[config.mk]
export PLATFORM = sky130hd
export DESIGN_NAME = ysyx_24110015_ifu
export DESIGN_NICKNAME = d
export VERILOG_FILES = /design/src/rtl/ysyx_24110015_ifu.sv
export SDC_FILE = /design/constraint.sdc
export NUM_CORES = 1
export LEC_CHECK = 0
export BUFFER_PORTS_ARGS = -buffer_cell sky130_fd_sc_hd__buf_2
export CAP_MARGIN = 20
export CORE_MARGIN = 1
export CORE_UTILIZATION = 53
export CTS_CLUSTER_SIZE = 24
export DETAILED_ROUTE_END_ITERATION = 16
export PLACE_DENSITY = 0.86
export SYNTH_ARGS = -nofsm -noshare
export SYNTH_HDL_FRONTEND = slang
export SYNTH_SLANG_ARGS = --single-unit
export TNS_END_PERCENT = 50
[constraint.sdc]
create_clock -name clk -period 3.8 [get_ports clk]
set_clock_uncertainty 0.05 [all_clocks]
set_input_delay 0.95 -clock clk [delete_from_list [all_inputs] [get_ports clk]]
set_output_delay 0.95 -clock clk [all_outputs]
set_load 0.02 [all_outputs]
[src/rtl/ysyx_24110015_ifu.sv]
// Instruction fetch stage: owns the fetch PC, issues one word request at a time,
// and holds the returned instruction for decode. Redirects discard stale fetches.
module ysyx_24110015_ifu #(
  parameter logic [31:0] RESET_PC = 32'h8000_0000
) (
  input  logic        clk,
  input  logic        rst,
  input  logic        redirect_valid,
  input  logic [31:0] redirect_pc,
  output logic        imem_req_valid,
  input  logic        imem_req_ready,
  output logic [31:0] imem_req_addr,
  input  logic        imem_rsp_valid,
  input  logic [31:0] imem_rsp_data,
  output logic        inst_valid,
  input  logic        inst_ready,
  output logic [31:0] inst,
  output logic [31:0] pc
);

  typedef enum logic [1:0] {
    S_REQ  = 2'd0,
    S_WAIT = 2'd1,
    S_HOLD = 2'd2
  } state_t;

  state_t      state, state_next;
  logic [31:0] fetch_pc, fetch_pc_next;
  logic        kill, kill_next;
  logic        inst_valid_next;
  logic [31:0] inst_next, pc_next;
  logic [31:0] redirect_target;
  logic        req_fire;

  assign redirect_target = {redirect_pc[31:2], 2'b00};
  // Gating with rst keeps the request low for the whole reset window, not just after the first edge.
  assign imem_req_valid  = (state == S_REQ) && rst;
  assign imem_req_addr   = fetch_pc;
  assign req_fire        = imem_req_valid && imem_req_ready;

  // State register.
  // NOTE: sequential state uses non-blocking assignments so every flop samples pre-edge values.
  always_ff @(posedge clk or negedge rst) begin
    if (!rst) state <= S_REQ;
    else      state <= state_next;
  end

  // Next-state logic.
  // NOTE: every combinational output is defaulted first so no path can infer a latch.
  always_comb begin
    state_next = state;
    unique case (state)
      S_REQ:  if (req_fire) state_next = S_WAIT;
      S_WAIT: if (imem_rsp_valid) state_next = (kill || redirect_valid) ? S_REQ : S_HOLD;
      S_HOLD: if (redirect_valid || inst_ready) state_next = S_REQ;
      default: state_next = S_REQ;
    endcase
  end

  // Datapath next values; a redirect always wins over the sequential +4 advance.
  always_comb begin
    fetch_pc_next   = fetch_pc;
    kill_next       = kill;
    inst_valid_next = inst_valid;
    inst_next       = inst;
    pc_next         = pc;

    if (redirect_valid)
      fetch_pc_next = redirect_target;
    else if (state == S_HOLD && inst_ready)
      fetch_pc_next = fetch_pc + 32'd4;

    unique case (state)
      S_REQ: begin
        // A redirect in the acceptance cycle leaves an old-PC request in flight.
        if (req_fire) kill_next = redirect_valid;
      end
      S_WAIT: begin
        if (imem_rsp_valid) begin
          kill_next = 1'b0;
          if (!kill && !redirect_valid) begin
            inst_next       = imem_rsp_data;
            pc_next         = fetch_pc;
            inst_valid_next = 1'b1;
          end
        end else if (redirect_valid) begin
          kill_next = 1'b1;
        end
      end
      S_HOLD: begin
        if (redirect_valid || inst_ready) inst_valid_next = 1'b0;
      end
      default: kill_next = 1'b0;
    endcase
  end

  // Datapath registers; the held instruction is a handful of flops, so it is reset too.
  always_ff @(posedge clk or negedge rst) begin
    if (!rst) begin
      fetch_pc   <= RESET_PC;
      kill       <= 1'b0;
      inst_valid <= 1'b0;
      inst       <= 32'h0;
      pc         <= 32'h0;
    end else begin
      fetch_pc   <= fetch_pc_next;
      kill       <= kill_next;
      inst_valid <= inst_valid_next;
      inst       <= inst_next;
      pc         <= pc_next;
    end
  end

endmodule
## After elaboration in Yosys (flattened, before gate mapping)

Index checks and enable logic that the tools add are counted.

| storage, ports and cells | value |
|---|---|
| memories | 0 |
| output and inout bits | 98 |
| latch bits | 0 |
| flip-flop bits (word level) | 100 |
| bits of input ports | 70 |
| bits in read-only memories | 0 |
| bits in writable memories | 0 |
| logic and storage cells | 45 |

| operators by class | value |
|---|---|
| $add $sub $neg | 1 |
| $mul | 0 |
| divide/modulo/power cells | 0 |
| multiplexer cells | 15 |
| shift operators | 0 |
| magnitude comparators | 0 |
| equal/unequal tests | 7 |
| bitwise operators | 1 |
| reduce and logical (&&, ||, !) cells | 15 |

Operators with widths:

| cell | number |
|---|---|
| $mux 32 | 2 |
| $add 32x3->32 const B | 1 |
| $reduce_and 3->1 | 3 |
| $mux 2 | 4 |
| $ne 2x2->1 const B | 4 |
| $mux 1 | 6 |
| $pmux 2 s3 | 1 |
| $logic_and 1x1->1 | 4 |
| $reduce_and 4->1 | 1 |
| $reduce_bool 2->1 | 2 |
| $ne 3x3->1 const B | 1 |
| $pmux 1 s3 | 1 |
| $eq 2x1->1 const B | 1 |
| $eq 2x2->1 const B | 1 |
| $logic_not 1->1 | 2 |
| $logic_not 2->1 | 1 |
| $logic_or 1x1->1 | 2 |
| $pmux 1 s2 | 1 |
| $not 1->1 | 1 |

## Depth between registers and ports, before layout

Gate-level depths: netlist (run 1).

| logic depth | value |
|---|---|
| depth in word-level cells | 5 |
| mapped depth | 6 |
| gate-level depth less buffers | 5 |

## Least setup slack after synthesis (run 1)

Ideal clock, no wire load.

| timing | value |
|---|---|
| kind | input port to output port |
| start point | input rst |
| end point | output imem_req_valid |
| stages on the path | 1 |
| path buffers | 0 |
| arrival | 1,471 ps |
| required time | 2,800 ps |
| path slack | 1,329 ps |
| cell sequence | nor3b_1 |

| between the ends | value |
|---|---|
| word-level cells in the longest chain between the ends | 1 |

RTL lines:

| what | line | RTL |
|---|---|---|
| from (decl) | 7 | `input logic rst,` |
| $logic_and 1x1->1 | 37 | `assign imem_req_valid = (state == S_REQ) && rst;` |
| to (decl) | 10 | `output logic imem_req_valid,` |

No other way between the ends.

## Worst setup path in the final report (run 1)

| timing | value |
|---|---|
| start point | input redirect_valid |
| end point | register pc[25] |

| between the ends | value |
|---|---|
| word-level cells in the longest chain between the ends | 3 |

RTL lines:

| what | line | RTL |
|---|---|---|
| from (decl) | 8 | `input logic redirect_valid,` |
| $logic_not 1->1 | 81 | `if (!kill && !redirect_valid) begin` |
| $logic_and 1x1->1 | 81 |  |
| $reduce_and 3->1 (no line) | n/a |  |
| to (signal assigned) | 110 | `pc <= pc_next;` |
| to (decl) | 18 | `output logic [31:0] pc` |

No other way between the ends.
A chain may end at the register's enable or synchronous reset.

==> flow_metrics.py, run 1 <==
metrics = {
    "cts": {
        "path_clk_slew_ps": 80,
        "cts_root_buf": "clkbuf_8",
        "htreeDepth": 3,
        "cts_tree": "done",
        "cts.sinks": 96,
        "clk_path_buf_depth": 2,
        "cts_setup_buffers": 0,
        "hold_buffers": 0,
        "insertion_delay_ps": 360,
        "postCtsResizedCells": 0,
        "cts_buffers": 9,
    },
    "sta": {
        "setup_viol_count_final": 0,
        "relSlewSlack_pct": 57.23,
        "maxSlewViolCount": 0,
        "finalCritPeriodShare_pct": 66.10,
        "finalCriticalPeriod_ps": 2512,
        "tns_ps": 0,
        "rsz0062_at_grt": "no",
        "hold_violations": 0,
        "fmax_ghz": 0.3981,
        "whs_ps": 458.6,
        "worstMarginPinSlew_ps": 641.6,
    },
    "yosys": {
        "ys_ff_latch": 96,
        "synth_cell_types": 49,
        "synth_sequential_area_ratio_pct": 55.73,
        "async_flop_share_pct": 100.0,
        "syn-instance-count": 361,
        "synth_warnings": 0,
        "syn_avg_cell_area_um2": 11.95,
        "synth_edf_count": 0,
        "synth_flop_cell": "dfrtp_1",
        "syn-cell-area_mm2": 0.004313,
    },
    "critical_path": {
        "r2r_cells": 5,
        "r2r-start": "imem_req_addr[2]",
        "worstSetupPathType": "in2reg",
        "worst_r2r_endpoint": "imem_req_addr[26]",
        "cpLargestDelayFamily": "simple AND/OR/NAND/NOR gates",
        "cpMaxStageDelayCell": "nor2_4",
        "critPathBufInv": 2,
        "cp.arrival_ps": 2700,
        "critPathMaxStageDelay_ps": 480,
        "crit_chain": "buf_2 -> nor2_1 -> nand3_1 -> nor2_4 -> buf_12 -> mux2_2",
        "crit_path_start_kind": "input pin",
        "critPathMaxFanout": 46,
        "cp.required_ps": 3990,
        "rrSetupSlack_ps": 1470,
        "critPathCaptureType": "flip-flop",
    },
    "layout": {
        "nNetsFinal": 590,
        "fillers": 597,
        "antennaDiodeCount": 0,
        "design_area_mm2": 0.005425,
        "areaGrowthSynthToFinish_pct": 25.79,
        "utilization_pct": 69.49,
        "final_layout_size_suffix_gt1_share_pct": 48.28,
    },
    "detailed_routing": {
        "vias": 3499,
        "drtPass1Iterations": 4,
        "drt-initial-drc-count": 148,
        "vias_per_cell": 5.589,
        "ant_nets": 0,
        "post_drt_wl_per_cell_um": 16.15,
        "drcViolationCount": 0,
        "totalWireLength_um": 10110,
    },
    "pwr": {
        "total_power_mw": 3.708,
        "powerDensity_mw_per_mm2": 683.5,
        "ir_worst_vdd_mv": 0.4091,
        "p_leak_nw": 2.472,
    },
    "global_route": {
        "grt_max_degree": 53,
        "grt_use_total_pct": 24.54,
        "grt_pass1_wl_um": 16200,
        "first_global_vias": 3374,
        "antenna_found_initial": 0,
        "gr-total-overflow": 0,
    },
    "placement": {
        "hpwl_um": 7366,
        "portBuffers": 161,
        "gp_congestion": 0.8264,
        "placed_area_mm2": 0.005206,
    },
    "floorplanning": {
        "dieArea_mm2": 0.008503,
        "ios": 168,
        "core_area_mm2": 0.007807,
        "rows": 32,
        "chipWidth_um": 92.21,
        "start_util_pct": 55.24,
        "die_y_um": 92.21,
    },
    "outcome": {
        "status": "completed",
    },
    "worst_hold_path": {
        "worstHoldStart": "pc[24]",
        "holdPathStages": 1,
        "hold_end": "pc[24]",
        "hp-class": "reg2reg",
    },
    "run": {
        "maxCapViolations": 0,
    },
}
## area by class of cell
| class | instances | area [um^2] | area share, % |
|---|---|---|---|
| sequential | 96 | 2404 | 44.30 |
| multi-input combinational | 242 | 1802 | 33.21 |
| timing repair buffer | 166 | 858.3 | 15.82 |
| clock buffer | 10 | 127.6 | 2.352 |
| tap | 102 | 127.6 | 2.352 |
| clock inverter | 6 | 91.34 | 1.684 |
| inverter | 4 | 15.01 | 0.2768 |
## cells in the mapped netlist (all sizes together), types with 3 or more instances
| cell | number | area [um^2] |
|---|---|---|
| dfrtp | 95 | 2377 |
| mux2 | 62 | 698.2 |
| nor2 | 22 | 82.58 |
| nand2 | 21 | 78.83 |
| or4 | 19 | 151.4 |
| a31oi | 17 | 106.4 |
| o21ai | 17 | 85.08 |
| nand3 | 15 | 80.08 |
| clkbuf | 14 | 52.55 |
| o31ai | 13 | 97.59 |
| buf | 8 | 58.81 |
| nand4 | 8 | 50.05 |
| or3 | 4 | 25.02 |
| xor2 | 4 | 35.03 |
| inv | 3 | 11.26 |
| o211ai | 3 | 22.52 |
| xnor2 | 3 | 26.28 |
## cell usage in the layout, fill, tap and decap left out, types with 4 or more instances in the layout
cell      synthesis  final
a31oi_1          17     17
buf_2             2    160
buf_4             5      5
clkbuf_8          0      9
conb_1            1      4
dfrtp_1          95     95
mux2_2           62     62
nand2_1          21     21
nand3_1          14     14
nand4_1           8      8
nor2_1           22     21
o21ai_0          17     17
o31ai_1          13     13
or3_1             4      4
or4_1            16     16
xor2_1            4      4
## state kept, by name (all words and copies together), names as in the netlist
| register | count |
|---|---|
| pc | 30 |
| kill | 1 |
| imem_req_addr | 30 |
| state | 2 |
| inst | 32 |
| inst_valid | 1 |
## per-layer routing
layer	GRT usage [%]	part of all wire, %
met4	8.333	1.4
met1	31.61	43
met5	0	0
met3	3.814	5.5
met2	42.29	50
## how the worst max path moves through the flow
stage / from / endpoint / slack, ps / cells past startpoint
after floorplan: rst / imem_req_valid / 1330 / 1
final: redirect_valid / pc[25] / 1290 / 6
after CTS: redirect_valid / pc[25] / 1280 / 6
after detailed placement: redirect_valid / inst[27] / 900 / 6
after global routing: redirect_valid / pc[25] / 1160 / 6
after global placement: redirect_valid / imem_req_addr[13] / 990 / 5
## kinds of logic (layout without fill, tap and decap cells)
group | count (synthesis) | after routing | share of synthesized area, %
buffers and inverters | 26 | 186 | 2.930
multiplexers | 63 | 63 | 16.42
AO/OA/AOI/OAI | 56 | 56 | 8.326
XOR/XNOR | 7 | 7 | 1.422
adder cells (fa/ha/maj) | 1 | 1 | 0.2901
other | 1 | 4 | 0.08695
flip-flops | 96 | 96 | 55.73
AND/OR/NAND/NOR | 111 | 111 | 14.80
## per-stage QoR
step | std cells | setup WS, ps
floorplan | 364 | 1329
global placement | 610 | 988.4
detailed placement | 610 | 901.1
CTS | 626 | 1280
global route | 626 | 1160
finish | 626 | 1288
## power by group
part | internal [mW] | total [mW] | switching [mW]
Clock | 0.375 | 0.731 | 0.356
Combinational | 0.569 | 1.37 | 0.798
Sequential | 1.39 | 1.61 | 0.219
Power figures use the tool's default switching activity.
==> inputs of run 2 (changes only) <==
Settings changed: CORE_UTILIZATION 53 to 44, PLACE_DENSITY 0.86 to 0.76.
Clock period 3.8 ns to 2.2 ns, I/O delays scaled along.
==> run 2 against run 1 <==
Compared with the run above: final area rose by 4.5%; utilization fell by 9.0 points; combinational power rose by 77%; non-clock buffer count rose by 27; first-iteration DRC count fell by 22%; cell count rose by 8.8%; largest power group unchanged; largest cell class unchanged; power rose by 72%; register-to-register slack got worse by 1400 ps.
==> flow_metrics.py, run 2 (synthesized netlist as in run 1, its figures left out) <==
metrics = {
    "outcome": {
        "status": "completed",
    },
    "detailed_routing": {
        "drtPass1Iterations": 4,
        "vias": 3620,
        "vias_per_cell": 5.316,
        "post_drt_wl_per_cell_um": 15.11,
        "ant_nets": 0,
        "drt-initial-drc-count": 116,
        "drcViolationCount": 0,
        "totalWireLength_um": 10290,
    },
    "cts": {
        "cts_tree": "done",
        "htreeDepth": 3,
        "cts_root_buf": "clkbuf_8",
        "cts.sinks": 96,
        "cts_buffers": 9,
        "insertion_delay_ps": 360,
        "path_clk_slew_ps": 100,
        "clk_path_buf_depth": 2,
    },
    "critical_path": {
        "critPathMaxStageDelay_ps": 620,
        "cp_num_cells": 6,
        "cpMaxStageDelayCell": "or4_4",
        "crit_path_start_kind": "flip-flop",
        "critPathBufInv": 1,
        "worstSetupPathType": "reg2reg",
        "cp.required_ps": 2440,
        "critPathCaptureType": "flip-flop",
        "r2r_cells": 6,
        "crit_chain": "ha_4 -> nand4_1 -> or4_4 -> buf_6 -> or4b_1 -> nand3_1",
        "cp.arrival_ps": 2390,
        "critPathMaxFanout": 6,
        "cpLargestDelayFamily": "simple AND/OR/NAND/NOR gates",
    },
    "placement": {
        "gp_congestion": 0.8085,
        "portBuffers": 161,
        "hpwl_um": 7535,
        "placed_area_mm2": 0.005385,
    },
    "sta": {
        "finalCritPeriodShare_pct": 97.42,
        "worstMarginPinSlew_ps": 625.9,
        "fmax_ghz": 0.4666,
        "tns_ps": 0,
        "finalCriticalPeriod_ps": 2143,
        "hold_violations": 0,
        "setup_viol_count_final": 0,
        "maxSlewViolCount": 0,
        "rsz0062_at_grt": "yes",
        "relSlewSlack_pct": 58.27,
    },
    "pwr": {
        "powerDensity_mw_per_mm2": 1123,
        "total_power_mw": 6.367,
        "p_leak_nw": 2.585,
        "ir_worst_vdd_mv": 0.6426,
    },
    "global_route": {
        "first_global_vias": 3533,
        "grt_pass1_wl_um": 16350,
        "antenna_found_initial": 0,
        "grt_use_total_pct": 20.55,
        "gr-total-overflow": 0,
        "grt_max_degree": 51,
    },
    "worst_hold_path": {
        "hp-class": "in2async",
    },
    "floorplanning": {
        "rows": 35,
        "start_util_pct": 46.02,
        "die_y_um": 101.0,
        "dieArea_mm2": 0.01020,
        "ios": 168,
        "core_area_mm2": 0.009371,
        "chipWidth_um": 101.0,
    },
    "layout": {
        "final_common_cell": "buf_2",
        "nNetsFinal": 617,
        "largest_register": "inst",
        "areaGrowthSynthToFinish_pct": 31.51,
        "design_area_mm2": 0.005672,
        "final_layout_size_suffix_gt1_share_pct": 51.54,
        "utilization_pct": 60.52,
        "layout_common_cells": "buf_2, dfrtp_1, mux2_2, buf_4",
        "largest_reg_flops": 32,
    },
    "run": {
        "maxCapViolations": 0,
    },
}
-- run 2: final timing paths --
kind                       slack, ps             start                end
setup / recovery                  60  imem_req_addr[2]  imem_req_addr[30]
hold / removal                   270               rst   imem_req_addr[4]
setup reg to reg                  60  imem_req_addr[2]  imem_req_addr[30]
min in group clk                 340    redirect_pc[9]   imem_req_addr[9]
max in group asynchronous       1370               rst   imem_req_addr[2]
hold reg to reg                  450            pc[25]             pc[25]
-- run 2: layer usage --
layer	vias up	track usage, %	share of wire, %
met1	1777	26.31	43
met5	-	0	0
met2	129	33.40	48
li1	1694	-	-
met4	0	8.919	2.5
met3	20	4.785	6.7
-- run 2: metrics by stage --
step / hold slack, ps / worst slack (ps) / std cells
final: 268.7 / 56.81 / 681
after global routing: 316.7 / -21.35 / 680
after CTS: 282.7 / 11.16 / 672
after detailed placement: 439.9 / 41.00 / 656
after global placement: 433.6 / 98.38 / 656
after floorplan: 204.4 / 20.95 / 364
-- run 2: worst register-to-register path, delay by kind of cell (launching register included) --
| family | cells | cell delay, ps |
|---|---|---|
| fa+ha+maj | 1 | 140 |
| buf+inv | 1 | 160 |
| flops | 1 | 400 |
| simple gates | 4 | 1320 |
-- run 2: layout make-up --
cell class / instances / area, um^2
Sequential cell: 96 / 2406
Tap cell: 129 / 161.4
Antenna cell: 1 / 2.502
Inverter: 4 / 15.01
Multi-Input combinational cell: 242 / 1818
Clock buffer: 11 / 141.4
Clock inverter: 5 / 62.56
Timing Repair Buffer: 193 / 1065
Fill cell: 812 / 3700
-- run 2: where the power goes --
group / switching (mW) / internal (mW) / total, mW
Clock: 0.624 / 0.566 / 1.19
Sequential: 0.347 / 2.40 / 2.75
Combinational: 1.41 / 1.02 / 2.43
-- run 2: what timing repair did --
item,4_1_cts,5_1_grt
hold endpoints to repair,0,0
buffers inserted,0,8
setup endpoints to repair,0,9
gates resized for setup,0,6
hold buffers,0,0
==> inputs of run 3 (changes only) <==
Settings changed: REMOVE_ABC_BUFFERS from default to 1.
==> run 3 against run 2 <==
Compared with the run above: utilization is 0.79 points lower; sequential cell count stayed put; global-route usage is 0.67 points lower; first-iteration DRC count is 53% higher; critical path depth is 1 lower; power is 2.6% lower; via count is 1.6% lower; hold slack worse by 51 ps; largest power group unchanged; highest routed layer unchanged.
==> flow_metrics.py, run 3 (synthesized netlist as in run 1, its figures left out) <==
metrics = {
    "cts": {
        "path_clk_slew_ps": 100,
        "clk_path_buf_depth": 2,
        "insertion_delay_ps": 350,
        "htreeDepth": 3,
        "cts.sinks": 96,
        "cts_buffers": 9,
        "cts_root_buf": "clkbuf_8",
        "cts_tree": "done",
    },
    "sta": {
        "tns_ps": 0,
        "fmax_ghz": 0.4728,
        "setup_viol_count_final": 0,
        "maxSlewViolCount": 0,
        "rsz0062_at_grt": "yes",
        "finalCriticalPeriod_ps": 2115,
        "worstMarginPinSlew_ps": 516.5,
        "relSlewSlack_pct": 65.57,
        "hold_violations": 0,
        "finalCritPeriodShare_pct": 96.14,
        "worst_slack_ps": 84.94,
        "whs_ps": 217.5,
    },
    "layout": {
        "seq_area_mm2": 0.002405,
        "utilization_pct": 59.73,
        "final_common_cell": "buf_2",
        "largest_register": "inst",
        "areaGrowthSynthToFinish_pct": 29.79,
        "multi_input_area_mm2": 0.001808,
        "final_layout_size_suffix_gt1_share_pct": 50.73,
        "largest_reg_flops": 32,
        "fillers": 807,
        "antennaDiodeCount": 0,
        "layout_common_cells": "buf_2, dfrtp_1, mux2_2, buf_4",
        "nNetsFinal": 612,
    },
    "detailed_routing": {
        "post_drt_wl_per_cell_um": 14.65,
        "ant_nets": 0,
        "vias": 3561,
        "drcViolationCount": 0,
        "drtPass1Iterations": 4,
        "totalWireLength_um": 9887,
        "vias_per_cell": 5.276,
        "drt-initial-drc-count": 178,
    },
    "critical_path": {
        "crit_path_start_kind": "flip-flop",
        "cpLargestDelayFamily": "simple AND/OR/NAND/NOR gates",
        "crit_chain": "ha_2 -> nand4_1 -> or4_4 -> or4_1 -> a31oi_1",
        "cp.required_ps": 2420,
        "cp.arrival_ps": 2340,
        "critPathCaptureType": "flip-flop",
        "critPathBufInv": 0,
        "rrSetupSlack_ps": 80,
        "critPathMaxFanout": 12,
        "critPathMaxStageDelay_ps": 540,
        "cpMaxStageDelayCell": "or4_4",
        "worstSetupPathType": "reg2reg",
    },
    "placement": {
        "hpwl_um": 7181,
        "gp_congestion": 0.7942,
        "portBuffers": 161,
        "place_ws_ps": -3.495,
    },
    "global_route": {
        "first_global_vias": 3432,
        "grt_max_degree": 97,
        "grt_use_total_pct": 19.88,
        "antenna_found_initial": 0,
        "gr-total-overflow": 0,
        "grt_pass1_wl_um": 15960,
    },
    "floorplanning": {
        "rows": 35,
        "core_area_mm2": 0.009371,
        "dieArea_mm2": 0.01020,
        "die_y_um": 101.0,
        "chipWidth_um": 101.0,
        "ios": 168,
        "start_util_pct": 46.02,
    },
    "outcome": {
        "status": "completed",
    },
    "pwr": {
        "ir_worst_vdd_mv": 0.6185,
        "total_power_mw": 6.204,
        "p_leak_nw": 2.551,
        "powerDensity_mw_per_mm2": 1108,
    },
    "worst_hold_path": {
        "hp-class": "in2async",
    },
    "run": {
        "maxCapViolations": 0,
    },
}
[run 3: worst register-to-register path, delay by kind of cell, from the launching register on]
family          cells  cell delay, ps
flops               1             370
compound gates      1             180
fa+ha+maj           1             200
simple gates        3            1230
[run 3: worst paths after layout]
check                                     to             start  cells after the start
min                        imem_req_addr[30]               rst                      2
min in group clk            imem_req_addr[6]    redirect_pc[6]                      3
min reg2reg                           pc[13]            pc[13]                      1
max                        imem_req_addr[26]  imem_req_addr[2]                      5
max reg2reg                imem_req_addr[26]  imem_req_addr[2]                      5
max in group asynchronous   imem_req_addr[5]               rst                      2
[run 3: power by group]
part | internal [mW] | switching (mW) | total [mW] | leakage [nW]
registers | 2.40 | 0.326 | 2.73 | 1.14
clock network | 0.420 | 0.615 | 1.04 | 0.0801
logic | 1.02 | 1.42 | 2.44 | 1.33
total | 3.84 | 2.36 | 6.20 | 2.55
[run 3: timing repair]
item | in CTS | in global routing
resized for setup | 0 | 3
hold buffers | 0 | 0
endpoints found under the setup margin | 0 | 6
setup buffers | 0 | 0
[run 3: through the flow]
| stage | instance area, um^2 | std cells |
|---|---|---|
| final | 5598 | 675 |
| after global routing | 5598 | 675 |
| after CTS | 5590 | 675 |
| after detailed placement | 5418 | 659 |
| after global placement | 5418 | 659 |
| after floorplan | 4213 | 342 |
[run 3: cell type report]
| class | instances | share of cell area (%) |
|---|---|---|
| Sequential cell | 96 | 42.96 |
| Multi-Input combinational cell | 242 | 32.30 |
| Timing Repair Buffer | 188 | 18.51 |
| Tap cell | 129 | 2.883 |
| Clock buffer | 11 | 2.347 |
| Clock inverter | 5 | 0.7376 |
| Inverter | 4 | 0.2682 |
[run 3: metal layers]
layer  part of all wire, %  GRT usage (%)
met1                    43          24.98
met2                    50          34.19
met3                   6.3          5.340
met4                  0.62          4.682
met5                     0              0
